**src/rtl/fetch_pkg.sv**
```systemverilog
// Shared types and defaults for the instruction-fetch slice.
// State encoding, NOP word and default memory/PC constants.
package fetch_pkg;

  typedef enum logic [1:0] {
    IDLE  = 2'd0,
    RUN   = 2'd1,
    HALT  = 2'd2,
    FAULT = 2'd3
  } state_t;

  localparam logic [31:0] NOP = 32'h0;
  localparam int IMEM_WORDS_DEF = 1024;
  localparam logic [31:0] RESET_PC_DEF = 32'h0;

endpackage

```
**src/rtl/fetch_queue.sv**
```systemverilog
// Small FIFO of {pc, inst} entries between fetch and decode.
// Flush dominates; push and pop together on a full queue is legal.
module fetch_queue #(
  parameter int W     = 64,
  parameter int DEPTH = 2,
  localparam int PW   = $clog2(DEPTH),
  localparam int CW   = PW + 1
) (
  input  logic          clk,
  input  logic          rst_n,
  input  logic          push,
  input  logic          pop,
  input  logic          flush,
  input  logic [W-1:0]  din,
  output logic [W-1:0]  dout,
  output logic [CW-1:0] count
);

  logic [W-1:0]  mem [DEPTH];
  logic [PW-1:0] rd_ptr;
  logic [PW-1:0] wr_ptr;

  // Storage is cleared on reset so an empty head never shows X.
  always_ff @(posedge clk or negedge rst_n) begin
    if (!rst_n) begin
      rd_ptr <= '0;
      wr_ptr <= '0;
      count  <= '0;
      for (int i = 0; i < DEPTH; i++) mem[i] <= '0;
    end else if (flush) begin
      rd_ptr <= '0;
      wr_ptr <= '0;
      count  <= '0;
    end else begin
      if (push) begin
        mem[wr_ptr] <= din;
        wr_ptr      <= wr_ptr + PW'(1);
      end
      if (pop) rd_ptr <= rd_ptr + PW'(1);
      count <= count + CW'(push) - CW'(pop);
    end
  end

  assign dout = mem[rd_ptr];

endmodule

```
**src/rtl/fetch_sequencer.sv**
```systemverilog
// Fetch controller: owns the PC, reads imem, queues words to decode.
// Handles redirect, halt, out-of-range fault and decode stall count.
module fetch_sequencer
  import fetch_pkg::*;
#(
  parameter int ADDR_W     = 32,
  parameter int DATA_W     = 32,
  parameter int DEPTH      = 2,
  parameter int IMEM_WORDS = IMEM_WORDS_DEF,
  parameter logic [ADDR_W-1:0] RESET_PC = ADDR_W'(RESET_PC_DEF)
) (
  input  logic              clk,
  input  logic              rst_n,
  input  logic              en_i,
  input  logic              halt_i,
  input  logic              redirect_i,
  input  logic [ADDR_W-1:0] redirect_pc_i,
  output logic [ADDR_W-1:0] imem_addr_o,
  input  logic [DATA_W-1:0] imem_rdata_i,
  output logic              inst_valid_o,
  input  logic              inst_ready_i,
  output logic [DATA_W-1:0] inst_o,
  output logic [ADDR_W-1:0] inst_pc_o,
  output logic              fault_o,
  output logic [15:0]       stall_cnt_o
);

  localparam int CW = $clog2(DEPTH) + 1;
  localparam logic [ADDR_W-1:0] LIMIT = ADDR_W'(IMEM_WORDS);

  state_t state, state_nx;

  logic [ADDR_W-1:0]        fpc;
  logic [CW-1:0]            count;
  logic [ADDR_W+DATA_W-1:0] head;
  logic in_range;
  logic pop;
  logic room;
  logic want;
  logic fire;

  assign in_range = {2'b00, fpc[ADDR_W-1:2]} < LIMIT;
  assign pop      = inst_valid_o && inst_ready_i;
  assign room     = (count < CW'(DEPTH)) || pop;
  assign want     = (state == RUN) && en_i && !halt_i
                    && !redirect_i && room;
  assign fire     = want && in_range;

  always_ff @(posedge clk or negedge rst_n) begin
    if (!rst_n) state <= IDLE;
    else        state <= state_nx;
  end

  always_comb begin
    state_nx = state;
    if (redirect_i) begin
      state_nx = (state == IDLE) ? IDLE : RUN;
    end else begin
      unique case (state)
        IDLE:  if (en_i) state_nx = RUN;
        RUN: begin
          if (halt_i)                state_nx = HALT;
          else if (want && !in_range) state_nx = FAULT;
        end
        HALT:  state_nx = HALT;
        FAULT: state_nx = FAULT;
        default: state_nx = IDLE;
      endcase
    end
  end

  always_ff @(posedge clk or negedge rst_n) begin
    if (!rst_n)
      fpc <= RESET_PC;
    else if (redirect_i)
      fpc <= {redirect_pc_i[ADDR_W-1:2], 2'b00};
    else if (fire)
      fpc <= fpc + ADDR_W'(4);
  end

  always_ff @(posedge clk or negedge rst_n) begin
    if (!rst_n)
      stall_cnt_o <= '0;
    else if (inst_valid_o && !inst_ready_i && stall_cnt_o != 16'hFFFF)
      stall_cnt_o <= stall_cnt_o + 16'd1;
  end

  fetch_queue #(
    .W     (ADDR_W + DATA_W),
    .DEPTH (DEPTH)
  ) u_queue (
    .clk   (clk),
    .rst_n (rst_n),
    .push  (fire),
    .pop   (pop),
    .flush (redirect_i),
    .din   ({fpc, imem_rdata_i}),
    .dout  (head),
    .count (count)
  );

  assign imem_addr_o          = fpc;
  assign inst_valid_o         = (count != '0);
  assign {inst_pc_o, inst_o}  = head;
  assign fault_o              = (state == FAULT);

endmodule
```
**config.mk**
```make
export PLATFORM = sky130hd
export DESIGN_NAME = fetch_sequencer
export DESIGN_NICKNAME = d
export VERILOG_FILES = /design/src/rtl/fetch_pkg.sv /design/src/rtl/fetch_queue.sv /design/src/rtl/fetch_sequencer.sv
export SDC_FILE = /design/constraint.sdc
export NUM_CORES = 1
export LEC_CHECK = 0
export BUFFER_PORTS_ARGS = -buffer_cell sky130_fd_sc_hd__buf_4
export CORE_MARGIN = 2
export CORE_UTILIZATION = 55
export CTS_CLUSTER_SIZE = 14
export DETAILED_ROUTE_END_ITERATION = 10
export PLACE_DENSITY_LB_ADDON = 0.25
export REMOVE_ABC_BUFFERS = 1
export SLEW_MARGIN = 20
export SYNTH_ARGS = -nofsm -noshare
export SYNTH_HDL_FRONTEND = slang
export SYNTH_HIERARCHICAL = 1
export SYNTH_SLANG_ARGS = --single-unit
export TNS_END_PERCENT = 50
```
**constraint.sdc**
```tcl
create_clock -name clk -period 2.4 [get_ports clk]
set_input_delay 0.48 -clock clk [delete_from_list [all_inputs] [get_ports clk]]
set_output_delay 0.48 -clock clk [all_outputs]
set_load 0.03 [all_outputs]
```
==> results.md <==
* Area after DPL at 10100 um2
* Vias per cell at 5.43
* Sequential-to-total area share from yosys stat at 0.529
* Reg2reg path depth at 7
* CTS buffer count at 17
* Die height at 128 um
* Status: complete, no violations
* # clock sinks at 180
* Adder-cell area share of the yosys netlist at 0.00588
* Simple-Gate Fraction of Synth Area at 0.0641
* Commonest cells post-synth: dfrtp_1, mux2_2, mux2_4
* Wire length on met1 at 7700 um
* Fin cells at 959
* CP max FO at 35
* Critical Path AT at 2620 ps
* Top Ports at 184
* Fmax at 434 MHz
* Max cap viols at 0
* Core area at 15100 um2
* Post-synthesis area per instance at 15.2 um2
* FF-to-FF setup slack at 100 ps
* Worst-Skew Late Latency at 430 ps
* Worst-path clk slew at 60 ps
* Fin crit period at 2300 ps
* Post-Place Cells at 927
* Initial antenna violation count at 0
* Critical path class: flop to flop
* Met2 WL at 8630 um
* Pwr Total at 6450 uW
* Largest cells by area after synthesis: dfrtp_1, mux2_2, mux2_4
* CTS HTree Levels at 4
* DR iter-0 viols at 211
* DR WL/cell at 18.5 um
* Post-route cell area at 10600 um2
* Crit Reg-Reg Endpoint: u_queue/mem[18]$_DFFE_PN0P_
* Post-synthesis cell area at 8510 um2
* Ys Warns at 6
* CP required at 2710 ps
* Final Hold Vio Count at 0
* Fin util at 0.703
* Routed met3 length at 1120 um
* Die W at 128 um
* Flops & latches, synth at 180
* RSZ-0062 raised after global routing: false
* Routability cong. at 0.752
* Fraction of layout cells with a size suffix above 1 at 0.598
* Total track usage at 0.226
* Worst Tran Pin Value at 651 ps
* Final net count at 832
* Starting Density at 0.562
* Critical Path Sink: u_queue/mem[18]$_DFFE_PN0P_
* Most numerous cell in the Yosys netlist: dfrtp_1
* Final Setup Violations at 0
* Synthesis-to-layout area growth at 25.1%
* Via count at 5209
* Post-cts resize count at 0
* CP Launch Point: imem_addr_o[20]$_DFFE_PN0P_
* CP Capture Type: flop
* Yosys cell types at 46
* Port Buffers at 179
* Root buffer cell: clkbuf_16
* Worst slew margin at 0.566
* VDD IR-drop max at 0.505 mV
* Largest net degree at the start of global routing at 67
* Row cnt at 45
* Clock skew at 7.01 ps
* Clk buf depth at 2
* Die area at 16500 um2
* Pre-Repair DR Iteration Count at 4
* Top cell type's share of synthesized area at 0.529
* Slew Viols, Final at 0
* Vias in the first global route at 5693
* Gr ovfl total at 0
* Synth Flop Type: dfrtp_1
* Crit path launch type: flop
* Synth Area in Compound Gates at 0.0232
* Top Metal Used: met4
* Final setup TNS at 0 ps
* Min-Delay Path Class: input pin to async pin
* First-pass GRT wire length at 29100 um
* Antenna-violating nets left at 0
* Mux cell area share after synthesis at 0.316
* RR Startpoint: imem_addr_o[20]$_DFFE_PN0P_
* Hold buffer count at CTS at 0
* Xor/xnor cell area share of the yosys netlist at 0.0181
* Detailed placement HPWL at 11800 um
* TritonCTS clock tree: done
* Post-synth EDFFs at 0
* Cell accounting for the most synthesized area: dfrtp_1
* WL final at 17800 um
* Crit share post-route at 0.960
* PD cells at 606 nW/um2
* Diodes inserted at 0
* Gate count of the mapped netlist at 559
* Post-synthesis async set-or-reset flop share at 1.00
* Largest family of logic cells by synthesized area: multiplexers
* DR DRC count at 0
* Leakage power at 0.00558 uW
## what timing repair did
action                                  4_1_cts  5_1_grt
endpoints found under the setup margin        0        1
setup buffers                                 0        0
endpoints found under the hold margin         0        0
## routing by layer
layer | GRT usage | up-vias
met4 | 0.0763 | 0
li1 | - | 2398
met5 | 0 | -
met1 | 0.292 | 2640
met2 | 0.370 | 148
met3 | 0.0640 | 23
## critical path, cell delays in order (launching register included)
cell	delay (ps)
dfrtp_1	440
nor4_4	390
nand3_4	140
nor3_4	210
buf_4	170
nand3b_1	190
buf_12	260
mux2_4	340
## sequential cells by signal, indices dropped and copies added, names as in the netlist
register	cells
u_queue/count	2
stall_cnt_o	16
u_queue/wr_ptr	1
u_queue/rd_ptr	1
state	2
u_queue/mem	128
imem_addr_o	30
## kinds of logic (layout without fill, tap and decap cells)
group | Yosys count | in the layout
buffers and inverters | 36 | 243
XOR/XNOR | 16 | 16
adder cells (fa/ha/maj) | 4 | 4
multiplexers | 216 | 216
other | 1 | 6
flip-flops | 180 | 180
AO/OA/AOI/OAI | 26 | 26
AND/OR/NAND/NOR | 80 | 80
## layout by cell type, fill, tap and decap left out, drive strengths merged, types with 6 or more instances in the layout
cell type,count
mux2,213
buf,203
dfrtp,180
clkbuf,19
nor2,14
nand2,11
xnor2,10
nor2b,9
inv,9
nor3,9
nand3,8
nor4,8
a211oi,7
clkinv,7
conb,6
## where the power goes
group          leakage [uW]  total, uW  internal, uW  switching (uW)
clock network      0.000279       2730          1560            1170
registers           0.00243       3190          3090            94.5
logic               0.00287        533           236             297
total               0.00558       6450          4880            1560
## layout make-up
cell class	count	area, um2
sequential	180	4510
fill	1070	4500
multi-input combinational	348	3670
timing repair buffer	203	1630
clock buffer	19	443
tap	188	235
clock inverter	13	134
inverter	8	30.0
## stage by stage
stage | setup WS (ps) | hold slack, ps
3_5_place_dp | 105 | 489
5_1_grt | 18.2 | 82.4
3_3_place_gp | 151 | 481
6_report | 97.2 | 42.5
2_1_floorplan | -2400 | 184
4_1_cts | 74.0 | 63.4
## how the worst min path moves through the flow
stage,depth (start not counted),to,startpoint
after floorplan,0,imem_addr_o[10]$_DFFE_PN0P_,rst_n
after global placement,1,u_queue/mem[2]$_DFFE_PN0P_,u_queue/mem[2]$_DFFE_PN0P_
after detailed placement,1,u_queue/mem[28]$_DFFE_PN0P_,u_queue/mem[28]$_DFFE_PN0P_
after CTS,1,u_queue/mem[6]$_DFFE_PN0P_,rst_n
after global routing,1,u_queue/mem[6]$_DFFE_PN0P_,rst_n
final,1,u_queue/mem[6]$_DFFE_PN0P_,rst_n
(Power assumes the default switching activity.)
